`src/rtl/sync_code_tracker_pkg.sv`:
```
// Shared definitions for the sync code tracker: sync_type encoding,
// default code nibbles and the preamble detector state encoding.
package sync_code_pkg;

  // sync_type output encoding
  localparam logic [1:0] SYNC_SOF = 2'd0;
  localparam logic [1:0] SYNC_SOL = 2'd1;
  localparam logic [1:0] SYNC_EOL = 2'd2;
  localparam logic [1:0] SYNC_EOF = 2'd3;

  // Default code nibbles (top nibble of the code word)
  localparam logic [3:0] DEF_SOF_CODE = 4'hA;
  localparam logic [3:0] DEF_SOL_CODE = 4'h8;
  localparam logic [3:0] DEF_EOL_CODE = 4'h9;
  localparam logic [3:0] DEF_EOF_CODE = 4'hB;

  // Width of the all-zero word counter (NZERO is at most 15)
  localparam int ZCNT_W = 4;

  // Preamble detector states
  typedef enum logic [1:0] {
    IDLE  = 2'd0,
    ONES  = 2'd1,
    ZEROS = 2'd2,
    CODE  = 2'd3
  } state_e;

endpackage

```
`src/rtl/sync_code_tracker_if.sv`:
```
// Data and status bundle between the capture register side (master)
// and the sync code tracker (slave).
interface sync_code_tracker_if #(
  parameter int DATA_W = 12,
  parameter int CNT_W  = 16
) ();
  logic [DATA_W-1:0] data_in;
  logic              in_valid;
  logic              toggle_out;
  logic              sync_valid;
  logic [1:0]        sync_type;
  logic              frame_active;
  logic              line_active;
  logic [CNT_W-1:0]  line_len;
  logic [CNT_W-1:0]  line_count;
  logic              code_err;
  logic              proto_err;

  modport master (
    output data_in, in_valid,
    input  toggle_out, sync_valid, sync_type, frame_active, line_active,
           line_len, line_count, code_err, proto_err
  );

  modport slave (
    input  data_in, in_valid,
    output toggle_out, sync_valid, sync_type, frame_active, line_active,
           line_len, line_count, code_err, proto_err
  );
endinterface

```
`src/rtl/sync_code_tracker_preamble_fsm.sv`:
```
// Preamble detector: one all-ones word, NZERO all-zero words, then the
// code word. Flags the code word cycle and exposes its top nibble.
module preamble_fsm
  import sync_code_pkg::*;
#(
  parameter int DATA_W = 12,
  parameter int NZERO  = 2
) (
  input  logic              clk,
  input  logic              rst_n,
  input  logic [DATA_W-1:0] i_data,
  input  logic              i_valid,
  output logic              o_code_strobe,
  output logic [3:0]        o_nibble
);

  state_e              r_state;
  state_e              w_state_nx;
  logic [ZCNT_W-1:0]   r_zcnt;
  logic [ZCNT_W-1:0]   w_zcnt_nx;
  logic                w_ones;
  logic                w_zeros;

  assign w_ones        = &i_data;
  assign w_zeros       = ~|i_data;
  assign o_code_strobe = i_valid && (r_state == CODE);
  assign o_nibble      = i_data[DATA_W-1 -: 4];

  // State and zero-count registers; advance only on valid words
  always_ff @(posedge clk) begin
    if (!rst_n) begin
      r_state <= IDLE;
      r_zcnt  <= '0;
    end else if (i_valid) begin
      r_state <= w_state_nx;
      r_zcnt  <= w_zcnt_nx;
    end else begin
      r_state <= r_state;
      r_zcnt  <= r_zcnt;
    end
  end

  // Next-state logic; any all-ones word always (re)starts the preamble
  always_comb begin
    w_state_nx = r_state;
    w_zcnt_nx  = r_zcnt;
    case (r_state)
      IDLE: begin
        w_zcnt_nx = {ZCNT_W{1'b0}};
        if (w_ones) w_state_nx = ONES;
        else        w_state_nx = IDLE;
      end
      ONES: begin
        if (w_zeros) begin
          if (NZERO == 1) begin
            w_state_nx = CODE;
            w_zcnt_nx  = {ZCNT_W{1'b0}};
          end else begin
            w_state_nx = ZEROS;
            w_zcnt_nx  = ZCNT_W'(1);
          end
        end else if (w_ones) begin
          w_state_nx = ONES;
          w_zcnt_nx  = {ZCNT_W{1'b0}};
        end else begin
          w_state_nx = IDLE;
          w_zcnt_nx  = {ZCNT_W{1'b0}};
        end
      end
      ZEROS: begin
        if (w_zeros) begin
          if ((r_zcnt + ZCNT_W'(1)) == ZCNT_W'(NZERO)) begin
            w_state_nx = CODE;
            w_zcnt_nx  = {ZCNT_W{1'b0}};
          end else begin
            w_state_nx = ZEROS;
            w_zcnt_nx  = r_zcnt + ZCNT_W'(1);
          end
        end else if (w_ones) begin
          w_state_nx = ONES;
          w_zcnt_nx  = {ZCNT_W{1'b0}};
        end else begin
          w_state_nx = IDLE;
          w_zcnt_nx  = {ZCNT_W{1'b0}};
        end
      end
      CODE: begin
        w_zcnt_nx = {ZCNT_W{1'b0}};
        if (w_ones) w_state_nx = ONES;
        else        w_state_nx = IDLE;
      end
      default: begin
        w_state_nx = IDLE;
        w_zcnt_nx  = {ZCNT_W{1'b0}};
      end
    endcase
  end

endmodule

```
`src/rtl/sync_code_tracker.sv`:
```
// Sync code tracker: decodes SOF/SOL/EOL/EOF after the preamble, tracks
// frame/line state, line length and line count, and flags errors.
module sync_code_tracker
  import sync_code_pkg::*;
#(
  parameter int         DATA_W   = 12,
  parameter int         NZERO    = 2,
  parameter int         CNT_W    = 16,
  parameter logic [3:0] SOF_CODE = DEF_SOF_CODE,
  parameter logic [3:0] SOL_CODE = DEF_SOL_CODE,
  parameter logic [3:0] EOL_CODE = DEF_EOL_CODE,
  parameter logic [3:0] EOF_CODE = DEF_EOF_CODE
) (
  input logic               clk,
  input logic               rst_n,
  sync_code_tracker_if.slave bus
);

  // Words counted on a line include the EOL preamble (ones + zeros)
  localparam logic [CNT_W-1:0] PRE_LEN = CNT_W'(NZERO + 1);

  logic             w_code_strobe;
  logic [3:0]       w_nibble;
  logic             w_known;
  logic [1:0]       w_type;

  logic             r_toggle,     w_toggle_nx;
  logic             r_sync_valid, w_sync_valid_nx;
  logic [1:0]       r_type,       w_type_nx;
  logic             r_frame,      w_frame_nx;
  logic             r_line,       w_line_nx;
  logic [CNT_W-1:0] r_len,        w_len_nx;
  logic [CNT_W-1:0] r_count,      w_count_nx;
  logic [CNT_W-1:0] r_wcnt,       w_wcnt_nx;
  logic             r_code_err,   w_code_err_nx;
  logic             r_proto_err,  w_proto_err_nx;

  preamble_fsm #(
    .DATA_W (DATA_W),
    .NZERO  (NZERO)
  ) u_preamble (
    .clk           (clk),
    .rst_n         (rst_n),
    .i_data        (bus.data_in),
    .i_valid       (bus.in_valid),
    .o_code_strobe (w_code_strobe),
    .o_nibble      (w_nibble)
  );

  // Map the code nibble onto a sync_type; unknown nibbles are flagged
  always_comb begin
    w_known = 1'b1;
    w_type  = SYNC_SOF;
    case (w_nibble)
      SOF_CODE: w_type = SYNC_SOF;
      SOL_CODE: w_type = SYNC_SOL;
      EOL_CODE: w_type = SYNC_EOL;
      EOF_CODE: w_type = SYNC_EOF;
      default:  w_known = 1'b0;
    endcase
  end

  // Frame/line tracking; everything holds unless a valid word arrives
  always_comb begin
    w_toggle_nx     = r_toggle;
    w_sync_valid_nx = 1'b0;
    w_type_nx       = r_type;
    w_frame_nx      = r_frame;
    w_line_nx       = r_line;
    w_len_nx        = r_len;
    w_count_nx      = r_count;
    w_wcnt_nx       = r_wcnt;
    w_code_err_nx   = 1'b0;
    w_proto_err_nx  = 1'b0;
    if (w_code_strobe) begin
      if (w_known) begin
        w_sync_valid_nx = 1'b1;
        w_type_nx       = w_type;
        w_toggle_nx     = ~r_toggle;
        case (w_type)
          SYNC_SOL: begin
            // A SOL inside a line restarts the line
            w_proto_err_nx = r_line;
            w_line_nx      = 1'b1;
            w_wcnt_nx      = {CNT_W{1'b0}};
          end
          SYNC_EOL: begin
            if (r_line) begin
              w_len_nx   = (r_wcnt > PRE_LEN) ? (r_wcnt - PRE_LEN) : {CNT_W{1'b0}};
              w_count_nx = (&r_count) ? r_count : (r_count + CNT_W'(1));
              w_line_nx  = 1'b0;
            end else begin
              w_proto_err_nx = 1'b1;
            end
          end
          SYNC_SOF: begin
            w_proto_err_nx = r_frame;
            w_frame_nx     = 1'b1;
            w_count_nx     = {CNT_W{1'b0}};
            w_line_nx      = 1'b0;
          end
          SYNC_EOF: begin
            if (!r_frame) begin
              w_proto_err_nx = 1'b1;
            end else if (r_line) begin
              w_proto_err_nx = 1'b1;
              w_frame_nx     = 1'b0;
              w_line_nx      = 1'b0;
            end else begin
              w_frame_nx = 1'b0;
            end
          end
          default: begin
            w_type_nx = r_type;
          end
        endcase
      end else begin
        w_code_err_nx = 1'b1;
      end
    end else if (bus.in_valid && r_line) begin
      w_wcnt_nx = (&r_wcnt) ? r_wcnt : (r_wcnt + CNT_W'(1));
    end else begin
      w_wcnt_nx = r_wcnt;
    end
  end

  // Output and counter registers
  always_ff @(posedge clk) begin
    if (!rst_n) begin
      r_toggle     <= 1'b0;
      r_sync_valid <= 1'b0;
      r_type       <= SYNC_SOF;
      r_frame      <= 1'b0;
      r_line       <= 1'b0;
      r_len        <= {CNT_W{1'b0}};
      r_count      <= {CNT_W{1'b0}};
      r_wcnt       <= {CNT_W{1'b0}};
      r_code_err   <= 1'b0;
      r_proto_err  <= 1'b0;
    end else begin
      r_toggle     <= w_toggle_nx;
      r_sync_valid <= w_sync_valid_nx;
      r_type       <= w_type_nx;
      r_frame      <= w_frame_nx;
      r_line       <= w_line_nx;
      r_len        <= w_len_nx;
      r_count      <= w_count_nx;
      r_wcnt       <= w_wcnt_nx;
      r_code_err   <= w_code_err_nx;
      r_proto_err  <= w_proto_err_nx;
    end
  end

  assign bus.toggle_out   = r_toggle;
  assign bus.sync_valid   = r_sync_valid;
  assign bus.sync_type    = r_type;
  assign bus.frame_active = r_frame;
  assign bus.line_active  = r_line;
  assign bus.line_len     = r_len;
  assign bus.line_count   = r_count;
  assign bus.code_err     = r_code_err;
  assign bus.proto_err    = r_proto_err;

endmodule

```
`src/flat_wrapper.sv`:
```
// flat-port wrapper written by rule: the top's interface ports become plain ports
module sync_code_tracker_flat import sync_code_pkg::*;
#(
  parameter int         DATA_W   = 12,
  parameter int         NZERO    = 2,
  parameter int         CNT_W    = 16,
  parameter logic [3:0] SOF_CODE = DEF_SOF_CODE,
  parameter logic [3:0] SOL_CODE = DEF_SOL_CODE,
  parameter logic [3:0] EOL_CODE = DEF_EOL_CODE,
  parameter logic [3:0] EOF_CODE = DEF_EOF_CODE
)
  (clk, rst_n, bus_data_in, bus_in_valid, bus_toggle_out, bus_sync_valid, bus_sync_type, bus_frame_active, bus_line_active, bus_line_len, bus_line_count, bus_code_err, bus_proto_err);
  sync_code_tracker_if #(.DATA_W(DATA_W), .CNT_W(CNT_W)) bus_i ();
  input logic clk;
  input logic rst_n;
  input wire logic [$bits(bus_i.data_in)-1:0] bus_data_in;
  input wire logic [$bits(bus_i.in_valid)-1:0] bus_in_valid;
  output wire logic [$bits(bus_i.toggle_out)-1:0] bus_toggle_out;
  output wire logic [$bits(bus_i.sync_valid)-1:0] bus_sync_valid;
  output wire logic [$bits(bus_i.sync_type)-1:0] bus_sync_type;
  output wire logic [$bits(bus_i.frame_active)-1:0] bus_frame_active;
  output wire logic [$bits(bus_i.line_active)-1:0] bus_line_active;
  output wire logic [$bits(bus_i.line_len)-1:0] bus_line_len;
  output wire logic [$bits(bus_i.line_count)-1:0] bus_line_count;
  output wire logic [$bits(bus_i.code_err)-1:0] bus_code_err;
  output wire logic [$bits(bus_i.proto_err)-1:0] bus_proto_err;
  assign bus_i.data_in = bus_data_in;
  assign bus_i.in_valid = bus_in_valid;
  assign bus_toggle_out = bus_i.toggle_out;
  assign bus_sync_valid = bus_i.sync_valid;
  assign bus_sync_type = bus_i.sync_type;
  assign bus_frame_active = bus_i.frame_active;
  assign bus_line_active = bus_i.line_active;
  assign bus_line_len = bus_i.line_len;
  assign bus_line_count = bus_i.line_count;
  assign bus_code_err = bus_i.code_err;
  assign bus_proto_err = bus_i.proto_err;
  sync_code_tracker #(.DATA_W(DATA_W), .NZERO(NZERO), .CNT_W(CNT_W), .SOF_CODE(SOF_CODE), .SOL_CODE(SOL_CODE), .EOL_CODE(EOL_CODE), .EOF_CODE(EOF_CODE)) u_core (.clk(clk), .rst_n(rst_n), .bus(bus_i));
endmodule
```
`config.mk`:
```
export PLATFORM = sky130hd
export DESIGN_NAME = sync_code_tracker_flat
export DESIGN_NICKNAME = d
export VERILOG_FILES = /design/src/rtl/sync_code_tracker_pkg.sv /design/src/rtl/sync_code_tracker_if.sv /design/src/rtl/sync_code_tracker_preamble_fsm.sv /design/src/rtl/sync_code_tracker.sv /design/src/flat_wrapper.sv
export SDC_FILE = /design/constraint.sdc
export NUM_CORES = 1
export LEC_CHECK = 0
export ABC_AREA = 1
export CAP_MARGIN = 10
export CORE_MARGIN = 1
export CORE_UTILIZATION = 55
export CTS_CLUSTER_SIZE = 40
export DETAILED_ROUTE_END_ITERATION = 6
export GPL_ROUTABILITY_DRIVEN = 0
export PLACE_DENSITY = 0.78
export RECOVER_POWER = 25
export SYNTH_ARGS = -nofsm -noshare
export SYNTH_HDL_FRONTEND = slang
export SYNTH_SLANG_ARGS = --single-unit
export TNS_END_PERCENT = 10
```
`constraint.sdc`:
```
create_clock -name clk -period 2.8 [get_ports clk]
set_clock_uncertainty 0.2 [all_clocks]
set_input_delay 0.56 -clock clk [delete_from_list [all_inputs] [get_ports clk]]
set_output_delay 0.56 -clock clk [all_outputs]
set_load 0.02 [all_outputs]
```
==> metrics.md, run 1 <==
| Metric | Value |
|---|---|
| Status | `finished, violations left` |
| Failing checks | `DRC` |
| R2R setup slack | `570 ps` |
| Slowest CP cell | `clkdlybuf4s50_1` |
| Max-slew headroom at the worst pin | `62.9%` |
| # setup viols final | `0` |
| Worst-Margin Slew | `552 ps` |
| Most common cell type on the critical path | `nor2_1` |
| DIE HEIGHT | `84.2 um` |
| Fmax | `391 MHz` |
| H-tree Lvls | `3` |
| Reg2reg end | `u_core.r_wcnt[15]` |
| DRC Markers | `8` |
| Synthesized Nets | `604` |
| Syn avg cell area | `6.43 sq um` |
| Root buf cell | `clkbuf_8` |
| WP data arrival | `2650 ps` |
| Final worst slack | `243 ps` |
| TritonCTS Sinks | `62` |
| I/O Buffers | `54` |
| Gr usage total | `26.4%` |
| Fin. max-slew vios | `0` |
| RSZ-0062 raised after global routing | `false` |
| Row cnt | `29` |
| Max Root-Sink Buffers | `2` |
| Logic gate share of total power | `5.4%` |
| Placed cell areas | `4410 sq um` |
| Post-CTS resize count | `0` |
| CTS tree | `yes` |
| Yosys warns | `0` |
| Die area | `7090 sq um` |
| Congestion Overflow GR | `0` |
| Leak | `1.81 nW` |
| Clk_lat worst skew | `350 ps` |
| Io pins | `55` |
| Vias in the first global route | `3527` |
| Critical path buffers and inverters | `4` |
| Final hold viol count | `0` |
| Fin nets | `666` |
| Internal cell power | `1.38 mW` |
| Total CTS buffers | `9` |
| DP HPWL | `6550 um` |
| Die W | `84.2 um` |
| Worst min path class | `reg -> reg` |
| Mapped Area | `3720 sq um` |
| Worst path cell trace | `clkdlybuf4s50_1 > or2_2 > and2_1 > nor2_1 > inv_1 > ha_1 > inv_1 > nor2_1 > nor2_4 > nand2_4 > buf_4 > nor2_1 > nor2_1 > nor2_1` |
| WL per Instance | `12.5 um` |
| Leading cell types in the layout, fill and taps excluded | `nand2_1 (174), nor2_1 (100), dfxtp_1 (62)` |
| Hold EP | `u_core.bus.line_len[11]` |
| Routed Antenna Nets | `0` |
| Vias per Instance | `5.35` |
| First-pass GRT wire length | `15400 um` |
| Setup slack at placement | `-97.2 ps` |
| Register area share after synthesis | `33.4%` |
| CP delay by family, top | `simple AND/OR/NAND/NOR gates` |
| Post-route minimum period | `2560 ps` |
| CTS clock-pin slew for the worst setup and hold paths | `70 ps` |
| Crit Path Category | `in -> reg` |
| Hold depth | `2` |
| Total routed wirelength | `9010 um` |
| Worst hold start | `u_core.bus.line_len[11]` |
| Clk network pwr share | `45.2%` |
| Reg power frac | `49.5%` |
| First DRT Iteration DRCs | `210` |
| Slowest cell delay on critical path | `460 ps` |
| EDFF count, synth | `0` |
| Worst vdd ir | `241 uV` |
| Synth Instances | `578` |
| Design area | `4610 sq um` |
| Critical path startpoint category | `primary input` |
| Most common cell after layout, fill and taps aside | `nand2_1` |
| Largest net degree at the start of global routing | `29` |
| Initial antenna violation count | `0` |
| Crit. End Element | `flip-flop` |
| Layout cells sized above 1 | `7.13%` |
| Worst EP required | `2890 ps` |
| Asr flop ratio synth | `0%` |
| Drt pass-1 iters | `7` |
| Setup Buffers After CTS | `0` |
| Unique masters post-synth | `33` |
| Switching pwr | `409 uW` |
| FF-to-FF path depth | `10` |
| N_diodes | `0` |
| Final Cycle Share | `91.3%` |
| Net Sw Frac | `22.8%` |
| Area Growth Syn to Fin | `24.0%` |
| Post-CTS Hold Buffers | `0` |
| Crit path max fanout | `10` |
| Max-Cap Viols | `0` |
| Vias post-DR | `3865` |
| Initial core utilization | `57.9%` |
| Post-synthesis register bit count | `62` |
| Main flop type after synthesis | `dfxtp_1` |
| Fill count | `560` |
| Pwr Density | `389 nW/um^2` |
| R2r startpoint | `u_core.r_wcnt[0]` |
| CORE AREA | `6420 sq um` |
[cell families (layout without fill, tap and decap cells)]
kind of cell             Yosys count  after routing  share of synthesized area [%]
flip-flops                        62             62                           33.4
AO/OA/AOI/OAI                     73             73                           10.3
adder cells (fa/ha/maj)           11             11                           3.70
buffers and inverters             61            128                           7.30
AND/OR/NAND/NOR                  346            346                           39.4
XOR/XNOR                          25             25                           5.89
[worst min-delay path, stage by stage, from the launching register on]
cell and delay [ps]:
dfxtp_1 310, nand2_1 60, a21oi_1 50
[layer usage]
| layer | track usage, % | vias up | wire length (um) |
|---|---|---|---|
| met5 | 0 | - | 0 |
| met4 | 9.87 | 0 | 144 |
| met3 | 3.93 | 14 | 406 |
| met2 | 46.6 | 102 | 4380 |
| met1 | 32.5 | 1780 | 4080 |
| li1 | - | 1969 | - |
[metrics by stage]
| step | hold WS (ps) | total power [mW] | TNS, ps | cells | util, % |
|---|---|---|---|---|---|
| finish | 257 | 1.79 | 0 | 722 | 71.8 |
| global route | 277 | 1.84 | 0 | 722 | 71.8 |
| CTS | 263 | 1.80 | 0 | 722 | 71.8 |
| detailed placement | 252 | 1.00 | -860 | 706 | 68.7 |
| global placement | 251 | 1.00 | -58.4 | 706 | 68.7 |
| floorplan | 278 | 0.950 | 0 | 578 | - |
[sequential cells by signal, indices dropped and copies added, names as in the netlist, 2 cells and up]
| name | count |
|---|---|
| u_core.u_preamble.r_state | 2 |
| u_core.bus.line_len | 16 |
| u_core.bus.sync_type | 2 |
| u_core.u_preamble.r_zcnt | 4 |
| u_core.bus.line_count | 16 |
| u_core.r_wcnt | 16 |
[worst max-delay path by stage]
stage,from,endpoint,slack [ps],cells past startpoint
CTS,bus_data_in[8],u_core.bus.line_count[15],260,14
global placement,bus_data_in[8],u_core.bus.line_count[15],-30,14
finish,bus_data_in[8],u_core.bus.line_count[15],240,14
detailed placement,bus_data_in[8],u_core.bus.line_count[15],-100,14
floorplan,bus_data_in[9],u_core.bus.line_count[10],360,13
global route,bus_data_in[8],u_core.bus.line_count[15],60,14
[cell type report]
type | count | area [sq um] | share of cell area [%]
multi-input cells | 455 | 2200 | 47.8
flip-flops and latches | 62 | 1240 | 26.9
repair buffers | 73 | 717 | 15.6
clock buffers | 12 | 155 | 3.37
inverters | 39 | 149 | 3.23
well taps | 77 | 96.3 | 2.09
clock inverters | 4 | 45.0 | 0.977
[cell usage after synthesis (7+ instances only)]
cell	n	area, sq um
nand2_1	174	653
nor2_1	100	375
dfxtp_1	62	1240
a21oi_1	58	290
nand3_1	40	200
inv_1	37	139
xor2_1	21	184
o21ai_0	12	60.1
ha_1	11	138
buf_2	10	50.1
clkbuf_1	7	26.3
nand4_1	7	43.8
[power by group through the flow]
stage | Clock (mW) | Sequential, mW | Combinational, mW
global placement | 0 | 0.907 | 0.0932
detailed placement | 0 | 0.907 | 0.0962
global route | 0.851 | 0.887 | 0.106
finish | 0.810 | 0.887 | 0.0959
CTS | 0.818 | 0.887 | 0.0969
floorplan | 0 | 0.907 | 0.0433
(Power assumes the default switching activity.)
==> run 2, diff against run 1 <==
- TNS_END_PERCENT: 10 -> default
==> results of run 2 <==
The final DEF is identical to that of run 1; final timing and power are the same.
==> run 3, diff against run 2 <==
- SLEW_MARGIN: default -> 20
==> results of run 3 <==
The final DEF is identical to that of run 1; final timing and power are the same.
